### config.mk
export PLATFORM = sky130hd
export DESIGN_NAME = ddr3_avalon_arbiter
export DESIGN_NICKNAME = d
export VERILOG_FILES = /design/src/rtl/ddr3_avalon_arbiter.sv
export SDC_FILE = /design/constraint.sdc
export NUM_CORES = 1
export LEC_CHECK = 0
export CAP_MARGIN = 10
export CORE_AREA = 2 2 208 210
export CTS_BUF_LIST = sky130_fd_sc_hd__clkbuf_8
export DETAILED_ROUTE_END_ITERATION = 16
export DIE_AREA = 0 0 210 212
export HOLD_SLACK_MARGIN = 0.15
export PLACE_DENSITY = 0.48
export RECOVER_POWER = 50
export SYNTH_ARGS = -nofsm -noshare
export SYNTH_HDL_FRONTEND = slang
export SYNTH_SLANG_ARGS = --single-unit
### constraint.sdc
create_clock -name systemClock -period 3.8 [get_ports systemClock]
set_input_delay 0.38 -clock systemClock [delete_from_list [all_inputs] [get_ports systemClock]]
set_output_delay 0.38 -clock systemClock [all_outputs]
set_load 0.02 [all_outputs]
### src/rtl/ddr3_avalon_arbiter.sv
// Two-master arbiter for a single Avalon-MM DDR3 port, with read-tag FIFO for return routing.
// Define DDR3_ARB_FIXED_PRIO_EN for fixed priority (m0 wins); default is round-robin.
module ddr3_avalon_arbiter #(
  parameter int unsigned ADDR_W          = 29,
  parameter int unsigned DATA_W          = 64,
  parameter int unsigned BURST_W         = 8,
  parameter int unsigned MAX_OUTSTANDING = 4
) (
  input  logic                  systemClock,
  input  logic                  reset_n,
  input  logic [ADDR_W-1:0]     m0_address,
  input  logic [BURST_W-1:0]    m0_burstcount,
  input  logic                  m0_read,
  input  logic                  m0_write,
  input  logic [DATA_W-1:0]     m0_writedata,
  input  logic [DATA_W/8-1:0]   m0_byteenable,
  output logic                  m0_waitrequest,
  output logic [DATA_W-1:0]     m0_readdata,
  output logic                  m0_readdatavalid,
  input  logic [ADDR_W-1:0]     m1_address,
  input  logic [BURST_W-1:0]    m1_burstcount,
  input  logic                  m1_read,
  input  logic                  m1_write,
  input  logic [DATA_W-1:0]     m1_writedata,
  input  logic [DATA_W/8-1:0]   m1_byteenable,
  output logic                  m1_waitrequest,
  output logic [DATA_W-1:0]     m1_readdata,
  output logic                  m1_readdatavalid,
  output logic [ADDR_W-1:0]     address,
  output logic [BURST_W-1:0]    burstcount,
  output logic                  read,
  output logic                  write,
  output logic [DATA_W-1:0]     writedata,
  output logic [DATA_W/8-1:0]   byteenable,
  input  logic                  waitrequest,
  input  logic [DATA_W-1:0]     readdata,
  input  logic                  readdatavalid,
  output logic                  err_rdv
);

  localparam int unsigned PTR_W = $clog2(MAX_OUTSTANDING);
  localparam logic [PTR_W:0] FifoDepth = (PTR_W+1)'(MAX_OUTSTANDING);

  typedef enum logic [1:0] {StIdle, StCmd, StWburst} state_e;

  state_e               r_state;
  logic                 r_owner;
  logic [BURST_W-1:0]   r_beats_left;
`ifndef DDR3_ARB_FIXED_PRIO_EN
  logic                 r_last;
`endif

  logic                 r_fifo_id    [MAX_OUTSTANDING];
  logic [BURST_W-1:0]   r_fifo_beats [MAX_OUTSTANDING];
  logic [PTR_W-1:0]     r_wr_ptr, r_rd_ptr;
  logic [PTR_W:0]       r_count;
  logic                 r_err_rdv;

  logic                 w_full, w_empty, w_req0, w_req1, w_grant;
  logic                 w_own_read, w_own_write, w_own_wait;
  logic [BURST_W-1:0]   w_own_bc_raw;
  logic                 w_accept, w_push, w_rdv_ok, w_pop, w_head_id;
  logic [BURST_W-1:0]   w_head_beats;

  assign w_full  = (r_count == FifoDepth);
  assign w_empty = (r_count == '0);
  assign w_req0  = m0_write | (m0_read & ~w_full);
  assign w_req1  = m1_write | (m1_read & ~w_full);

`ifdef DDR3_ARB_FIXED_PRIO_EN
  assign w_grant = ~w_req0;
`else
  assign w_grant = (w_req0 & w_req1) ? ~r_last : w_req1;
`endif

  assign w_own_read   = r_owner ? m1_read       : m0_read;
  assign w_own_write  = r_owner ? m1_write      : m0_write;
  assign w_own_bc_raw = r_owner ? m1_burstcount : m0_burstcount;

  always_comb begin
    address    = '0;
    burstcount = '0;
    read       = 1'b0;
    write      = 1'b0;
    writedata  = '0;
    byteenable = '0;
    w_own_wait = 1'b1;
    if (r_state != StIdle) begin
      address    = r_owner ? m1_address    : m0_address;
      burstcount = (w_own_bc_raw == '0) ? BURST_W'(1) : w_own_bc_raw;
      writedata  = r_owner ? m1_writedata  : m0_writedata;
      byteenable = r_owner ? m1_byteenable : m0_byteenable;
      write      = w_own_write;
      // Reads only start a command; inside a write burst they wait for IDLE.
      read       = (r_state == StCmd) & w_own_read & ~w_own_write & ~w_full;
      w_own_wait = (read | write) ? waitrequest : 1'b1;
    end
  end

  assign m0_waitrequest = (r_state != StIdle && !r_owner) ? w_own_wait : 1'b1;
  assign m1_waitrequest = (r_state != StIdle &&  r_owner) ? w_own_wait : 1'b1;

  assign w_accept = (read | write) & ~waitrequest;
  assign w_push   = (r_state == StCmd) & read & ~waitrequest;

  always_ff @(posedge systemClock or negedge reset_n) begin
    if (!reset_n) begin
      r_state      <= StIdle;
      r_owner      <= 1'b0;
      r_beats_left <= '0;
`ifndef DDR3_ARB_FIXED_PRIO_EN
      r_last       <= 1'b1;
`endif
    end else begin
      unique case (r_state)
        StIdle: begin
          if (w_req0 | w_req1) begin
            r_owner <= w_grant;
`ifndef DDR3_ARB_FIXED_PRIO_EN
            r_last  <= w_grant;
`endif
            r_state <= StCmd;
          end
        end
        StCmd: begin
          if (w_accept) begin
            if (write && burstcount > BURST_W'(1)) begin
              r_beats_left <= burstcount - BURST_W'(1);
              r_state      <= StWburst;
            end else begin
              r_state <= StIdle;
            end
          end
        end
        StWburst: begin
          if (w_accept) begin
            r_beats_left <= r_beats_left - BURST_W'(1);
            if (r_beats_left == BURST_W'(1)) r_state <= StIdle;
          end
        end
        default: r_state <= StIdle;
      endcase
    end
  end

  assign w_head_id        = r_fifo_id[r_rd_ptr];
  assign w_head_beats     = r_fifo_beats[r_rd_ptr];
  assign w_rdv_ok         = readdatavalid & ~w_empty;
  assign w_pop            = w_rdv_ok & (w_head_beats == BURST_W'(1));
  assign m0_readdatavalid = w_rdv_ok & ~w_head_id;
  assign m1_readdatavalid = w_rdv_ok &  w_head_id;
  assign m0_readdata      = readdata;
  assign m1_readdata      = readdata;
  assign err_rdv          = r_err_rdv;

  // Push slot never aliases the head while the FIFO is non-empty and not full.
  always_ff @(posedge systemClock or negedge reset_n) begin
    if (!reset_n) begin
      for (int i = 0; i < int'(MAX_OUTSTANDING); i++) begin
        r_fifo_id[i]    <= 1'b0;
        r_fifo_beats[i] <= '0;
      end
      r_wr_ptr  <= '0;
      r_rd_ptr  <= '0;
      r_count   <= '0;
      r_err_rdv <= 1'b0;
    end else begin
      if (w_push) begin
        r_fifo_id[r_wr_ptr]    <= r_owner;
        r_fifo_beats[r_wr_ptr] <= burstcount;
        r_wr_ptr               <= r_wr_ptr + PTR_W'(1);
      end
      if (readdatavalid && w_empty) r_err_rdv <= 1'b1;
      if (w_pop) begin
        r_rd_ptr <= r_rd_ptr + PTR_W'(1);
      end else if (w_rdv_ok) begin
        r_fifo_beats[r_rd_ptr] <= w_head_beats - BURST_W'(1);
      end
      r_count <= r_count + {{PTR_W{1'b0}}, w_push} - {{PTR_W{1'b0}}, w_pop};
    end
  end

endmodule
==> out/results.tsv <==
metric	value	unit
DIE AREA	44500	µm²
placed standard-cell area	9250	µm²
synthesized area	6220	µm²
slowest stage delay, CP	0.71	ns
CTS resizes	0	
# clock sinks	56	
total CTS buffers	5	
initial core utilization	0.146	
f_max	304	MHz
crit path DAT	2.91	ns
final antenna-violating net count	0	
first-pass GRT wire length	42400	µm
pre-CTS WS	0.364	ns
GRT Total Usage	0.135	
Setup Skew	0.0125	ns
synthesized instance count	701	
crit share post-route	0.867	
layout cell share with drive strength beyond 1	0.0473	
IO buf count	341	
largest cells by area after synthesis	mux2i_1, dfrtp_1, buf_4	
post-DP HPWL	26800	µm
initial antenna violation count	21	
Residual DRC	0	
Distinct cells, synth	59	
CP cell instances	buf_12 -> mux2i_1 -> nor2_1 -> clkdlybuf4s50_1	
Final Cell Area	9350	µm²
worst vdd ir	0.284	mV
failing checks	capacitance limit, slew limit	
Post-CTS Setup Bufs	0	
Main synth FF type	dfrtp_1	
RSZ-0062 raised after global routing	no	
leakage power	4.21	nW
Syn-to-layout area delta	50.2	%
sequential fraction of the synthesis area	0.225	
Die H	212	µm
largest net degree at the start of global routing	104	
crit path max fanout	103	
Pre-antenna DRT Iters	4	
status	finished with violations	
post-layout worst setup margin	0.506	ns
Hold-fix buffers, CTS	0	
MaxCap Viol Count	1	
Slew @ Worst Pin	2.21	ns
post-synth top area share	0.278	
post-DR vias/cell	3.94	
Root Driver	clkbuf_8	
shortest period the worst path allows	3.29	ns
critical path class	flip-flop to primary output	
gp weighted congestion	0.812	
vias in the first global route	5852	
PwrDens	733	nW/µm²
worst min path class	flip-flop to flip-flop	
grt total ovfl	0	
Synthesized Nets	1008	
Worst Setup Start Kind	flip-flop	
number of fillers in the final layout	4646	
setup violators final	0	
die width	210	µm
CTS tree	built	
total chip power	0.00686	W
Core Box Area	42500	µm²
Core Rows	76	
Post-Syn Area per Cell	8.88	µm²
max-slew violations	37	
flops & latches, synth	56	
Hold Fails Final Rpt	0	
crit end category	primary output	
htree depth	2	
CTS clk-pin slew, worst paths	0.10	ns
Clock Tree Buf Depth	2	
vias	5672	
CP required	3.42	ns
worst-skew pair later-pin latency	0.34	ns
slew margin rel.	-0.471	
Setup TNS	0	ns
Yosys top cell by area	mux2i_1	
asr flop ratio synth	1.00	
crit path max-delay cell type	mux2i_1	
drt wl/cell	21.8	µm
Boundary Pins	534	
Detailed Route Iter0 Violations	225	
number of synthesized flops with an enable pin	0	
WL final	31300	µm
warnings from Yosys	0	
final net count	1194	
Hold Slack	0.469	ns
[kinds of logic after synthesis]
| group | after synthesis | synth area share |
|---|---|---|
| mux | 184 | 0.315 |
| fa+ha+maj | 17 | 0.0354 |
| simple gates | 193 | 0.153 |
| buf+inv | 187 | 0.195 |
| compound gates | 53 | 0.0605 |
| flops | 56 | 0.225 |
| xor+xnor | 11 | 0.0155 |
[metrics by stage]
step / utilization / instances
after CTS: 0.220 / 1434
after global placement: 0.218 / 1426
after detailed placement: 0.218 / 1426
final: 0.220 / 1440
after floorplan: - / 701
after global routing: 0.220 / 1435
[cell type report]
type                            count  area [µm²]  area share
Clock inverter                      3        20.0     0.00214
Clock buffer                        5        68.8     0.00736
Timing Repair Buffer              347        3470       0.371
Tap cell                          546         683      0.0731
Sequential cell                    56        1410       0.150
Inverter                           19        71.3     0.00763
Multi-Input combinational cell    458        3610       0.386
Antenna cell                        6        15.0     0.00161
[cells in the final DEF (no fill, tap or decap), types with 2 or more instances in the layout]
cell	netlist	routed
a21oi_1	8	8
diode_2	0	6
and2_1	2	2
buf_4	130	3
clkbuf_1	18	2
mux2i_1	173	173
clkdlybuf4s50_1	0	340
nand2_8	4	4
nand3_1	3	3
nor2_2	4	3
buf_12	0	2
nor3_1	9	9
mux4_2	9	9
nor2_1	126	126
a221oi_1	2	2
o41ai_1	2	2
dfrtp_1	55	54
nor3b_1	2	2
o21ai_1	5	5
nor4_4	2	2
o31ai_1	7	7
nand3b_1	5	5
and3_1	2	2
clkbuf_8	0	5
inv_1	18	19
a31oi_1	2	2
nand2_1	16	16
ha_1	16	16
nor2b_1	3	3
nand2b_1	3	3
or3_1	2	2
xnor2_1	8	8
a211oi_1	2	2
a21o_1	2	2
mux2i_2	2	2
o21ai_0	10	10
xor2_1	3	3
or4_1	4	4
[worst max-delay path, delay by kind of cell (launching register included)]
family	cells	cell delay, ns
buffers and inverters	2	1.08
muxes	1	0.71
DFF	1	0.59
and+or+nand+nor	1	0.08
[synthesized netlist by cell type, types with 2 or more instances]
cell type  number
xor2_1          3
nor3_1          9
o41ai_1         2
a21o_1          2
buf_6           2
clkbuf_1       18
nor4_4          2
xnor2_1         8
a21oi_1         8
buf_1          10
dfrtp_1        55
or4_1           4
inv_1          18
buf_2           8
nand3b_1        5
ha_1           16
mux2i_1       173
o21ai_1         5
nor2_2          4
nand2b_1        3
a31oi_1         2
nand3_1         3
and3_1          2
and2_1          2
nor2b_1         3
nor3b_1         2
mux4_2          9
a211oi_1        2
o21ai_0        10
nand2_1        16
or3_1           2
nor2_1        126
o31ai_1         7
a221oi_1        2
buf_4         130
mux2i_2         2
nand2_8         4
[path summary, 6_finish.rpt]
path,start,endpoint,slack (ns),depth (start not counted)
min in group asynchronous,reset_n,r_fifo_beats[19],0.67,1
min reg2reg,err_rdv,err_rdv,0.47,1
max in group asynchronous,reset_n,r_count[2],1.17,2
max reg2reg,r_rd_ptr[0],r_count[2],0.64,11
min,err_rdv,err_rdv,0.47,1
max,r_owner,writedata[30],0.51,4
[flip-flops by register name (all words and copies together) (netlist names)]
name	count
r_count	3
r_last	1
r_fifo_beats	32
err_rdv	1
r_state	2
r_rd_ptr	2
r_wr_ptr	2
r_fifo_id	4
r_beats_left	8
r_owner	1
[layer usage]
layer  GRT usage  part of all wire  up-vias
li1            -                 -     2653
met1       0.152              0.38     2665
met2       0.223              0.47      290
met3      0.0838              0.13       40
met4      0.0147            0.0061       24
met5           0            0.0052        -
[power breakdown]
group / total, W / switching [W] / internal [W] / leakage, nW
registers: 0.00116 / 0.000274 / 0.000887 / 0.685
clock network: 0.000350 / 0.000221 / 0.000129 / 0.0456
logic: 0.00534 / 0.00292 / 0.00243 / 3.48
(Power assumes the default switching activity.)
==> patch (config.mk and constraints unchanged) <==
`MAX_OUTSTANDING`: 4 -> 8.
--- a/src/rtl/ddr3_avalon_arbiter.sv
+++ b/src/rtl/ddr3_avalon_arbiter.sv
@@ -6,3 +6,3 @@
   parameter int unsigned BURST_W         = 8,
-  parameter int unsigned MAX_OUTSTANDING = 4
+  parameter int unsigned MAX_OUTSTANDING = 8
 ) (
Function: no difference found for any inputs over 4 cycles, from zero or initial values and one cycle with reset_n low; that may be too few to reach the edited logic, so the function may still have changed.
==> patch against the original RTL <==
Sequential cell count grew 39. Total power up 32%. Worst hold slack improved by 16 ps. Sequential power increased by 50%. Worst setup slack lost 360 ps. Count of clock-buffer cells in the layout up 6. Area after synthesis increased by 35%. Design area rose by 28%. Core utilization increased by 6.1 points. Via count grew 34%. Routed wire length increased by 54%. Largest power group unchanged.
==> patch: results (changes against the original RTL) <==
** Run status
- Run status :: complete, no violations

** Yosys
- Part of the Yosys area used for sequential elements :: 28.4% (+5.8 points)
- Synth unique cells :: 68 (+15%)
- The post-synthesis net count is 1213 (+20%).
- By area the synthesized netlist is led by sky130_fd_sc_hd__mux2i_1, sky130_fd_sc_hd__dfrtp_1, sky130_fd_sc_hd__buf_4.
- Post-synth top cells :: sky130_fd_sc_hd__mux2i_1, sky130_fd_sc_hd__nor2_1, sky130_fd_sc_hd__buf_4, sky130_fd_sc_hd__dfrtp_1, sky130_fd_sc_hd__clkbuf_1
- The most used flip-flop cell after synthesis is sky130_fd_sc_hd__dfrtp_1.

** Power
- The switching fraction of total power came to 51.2% (+1.4 points).
- Leak pwr :: 0.00556 uW (+32%)
- Worst IR Drop VDD :: 0.000365 V (+28%)

** Placed design
- Final HPWL from detailed placement :: 41100 um (+53%)
- The final RePlAce weighted congestion was 0.871 (+7.3%).

** CTS
- Skew-Pair Late Insertion Delay :: 390 ps (+50 ps)
- The TritonCTS buffer count is 9 (+4).

** Critical path
- Flop2flop setup slack :: 150 ps (-490 ps)
- The critical path's largest stage delay is 460 ps (-250 ps).
- The data arrival at the endpoint of the critical path is 3940 ps (+1030 ps).
- Endpoint of the most critical setup path :: r_count[2]
- Crit path max-delay family :: adder cells
- Worst Reg2Reg Path Length in Cells :: 16 (+5)
- Critical path's slowest cell :: sky130_fd_sc_hd__dfrtp_2
- Crit Reg-Reg Startpoint :: r_rd_ptr[1]
- Crit-path max FO :: 4 (-96%)

** Cells and area
- Share of final-layout standard cells stronger than drive strength 1 :: 9.38% (+4.7 points)
- The count of filler cells inserted in the layout came to 4485 (-3.5%).
- In the final layout, the registers with the most flip-flops are r_fifo_beats: 64 flops, r_beats_left: 8 flops, r_fifo_id: 8 flops.

** GRT
- The wire length of the first global-routing pass came to 63400 um (+50%).
- The initial antenna violation count is 3 (-86%).
- Maximum number of pins on one net before global-route repair :: 80 (-23%)
- GRT Overall Usage :: 21.1% (+7.6 points)
- Number of global-route vias before repair :: 7736 (+32%)

** Detailed routing
- Routed len/inst :: 28.8 um (+33%)
- Number of DRC markers in iteration 0 :: 455 (+100%)
- The number of search-and-repair iterations in the first detailed-routing pass came to 5 (+1).
- The met1 routed wirelength after detailed routing was 17000 um (+42%).

** Timing
- The worst clock skew is 13.0 ps (+0.488 ps).
- Slew of the pin with the lowest slew margin :: 1440 ps (-766 ps)
## patch: cell types whose count changed after synthesis, sizes merged, moves of 9 or more
cell	before	now
nand3	3	12
mux2	0	10
clkbuf	18	33
a21oi	9	18
mux2i	175	241
dfrtp	55	94
nand2	20	38
## patch: per-stage QoR
step | util [%] | cells | worst slack (ps)
floorplan | - | 908 | 21.4
global placement | 27.4 | 1649 | 120
detailed placement | 27.4 | 1649 | 60.6
CTS | 27.8 | 1664 | 60.9
global route | 28.1 | 1678 | -13.1
finish | 28.1 | 1678 | 149
## patch: kinds of logic (layout without fill, tap and decap cells)
family | Yosys count | after routing | share of synthesized area (%)
multiplexers | 260 | 260 | 32.8
AND/OR/NAND/NOR | 244 | 244 | 13.2
buffers and inverters | 202 | 424 | 15.1
flip-flops | 95 | 95 | 28.4
AO/OA/AOI/OAI | 75 | 75 | 6.45
XOR/XNOR | 17 | 17 | 1.78
adder cells (fa/ha/maj) | 15 | 15 | 2.33
other | 0 | 2 | 0
## patch: layout make-up
type,instances,area share [%]
antenna,2,0.0419
clock buffer,11,1.27
clock inverter,3,0.168
inverter,23,0.723
multi-input combinational,611,39.8
sequential,95,20.0
tap,546,5.72
timing repair buffer,387,32.3
## patch: worst min path at each step
stage            start       to  slack (ps)  cells past startpoint
3_5_place_dp   err_rdv  err_rdv         470                      1
6_report       err_rdv  err_rdv         480                      1
5_1_grt        err_rdv  err_rdv         510                      1
3_3_place_gp   err_rdv  err_rdv         470                      1
2_1_floorplan  reset_n  err_rdv          80                      0
4_1_cts        err_rdv  err_rdv         490                      1
## patch: power groups by stage
stage,Sequential (uW),Combinational [uW],Clock (uW)
after floorplan,1580,3740,0
after detailed placement,1740,6650,0
after CTS,1730,6670,677
final,1740,6680,656
after global routing,1780,7110,717
after global placement,1750,6620,0
## patch: repair_timing
action	4_1_cts	5_1_grt
endpoints found under the setup margin	0	3
resized for setup	0	7
hold buffers	1	0
setup buffers	0	10
endpoints found under the hold margin	51	0
## patch: per-layer routing
metal  vias to the layer above  global-route usage [%]
met4                         2                    12.6
met2                       436                    36.7
met3                        80                    7.83
li1                       3480                       -
met5                         -                    2.78
met1                      3607                    21.5
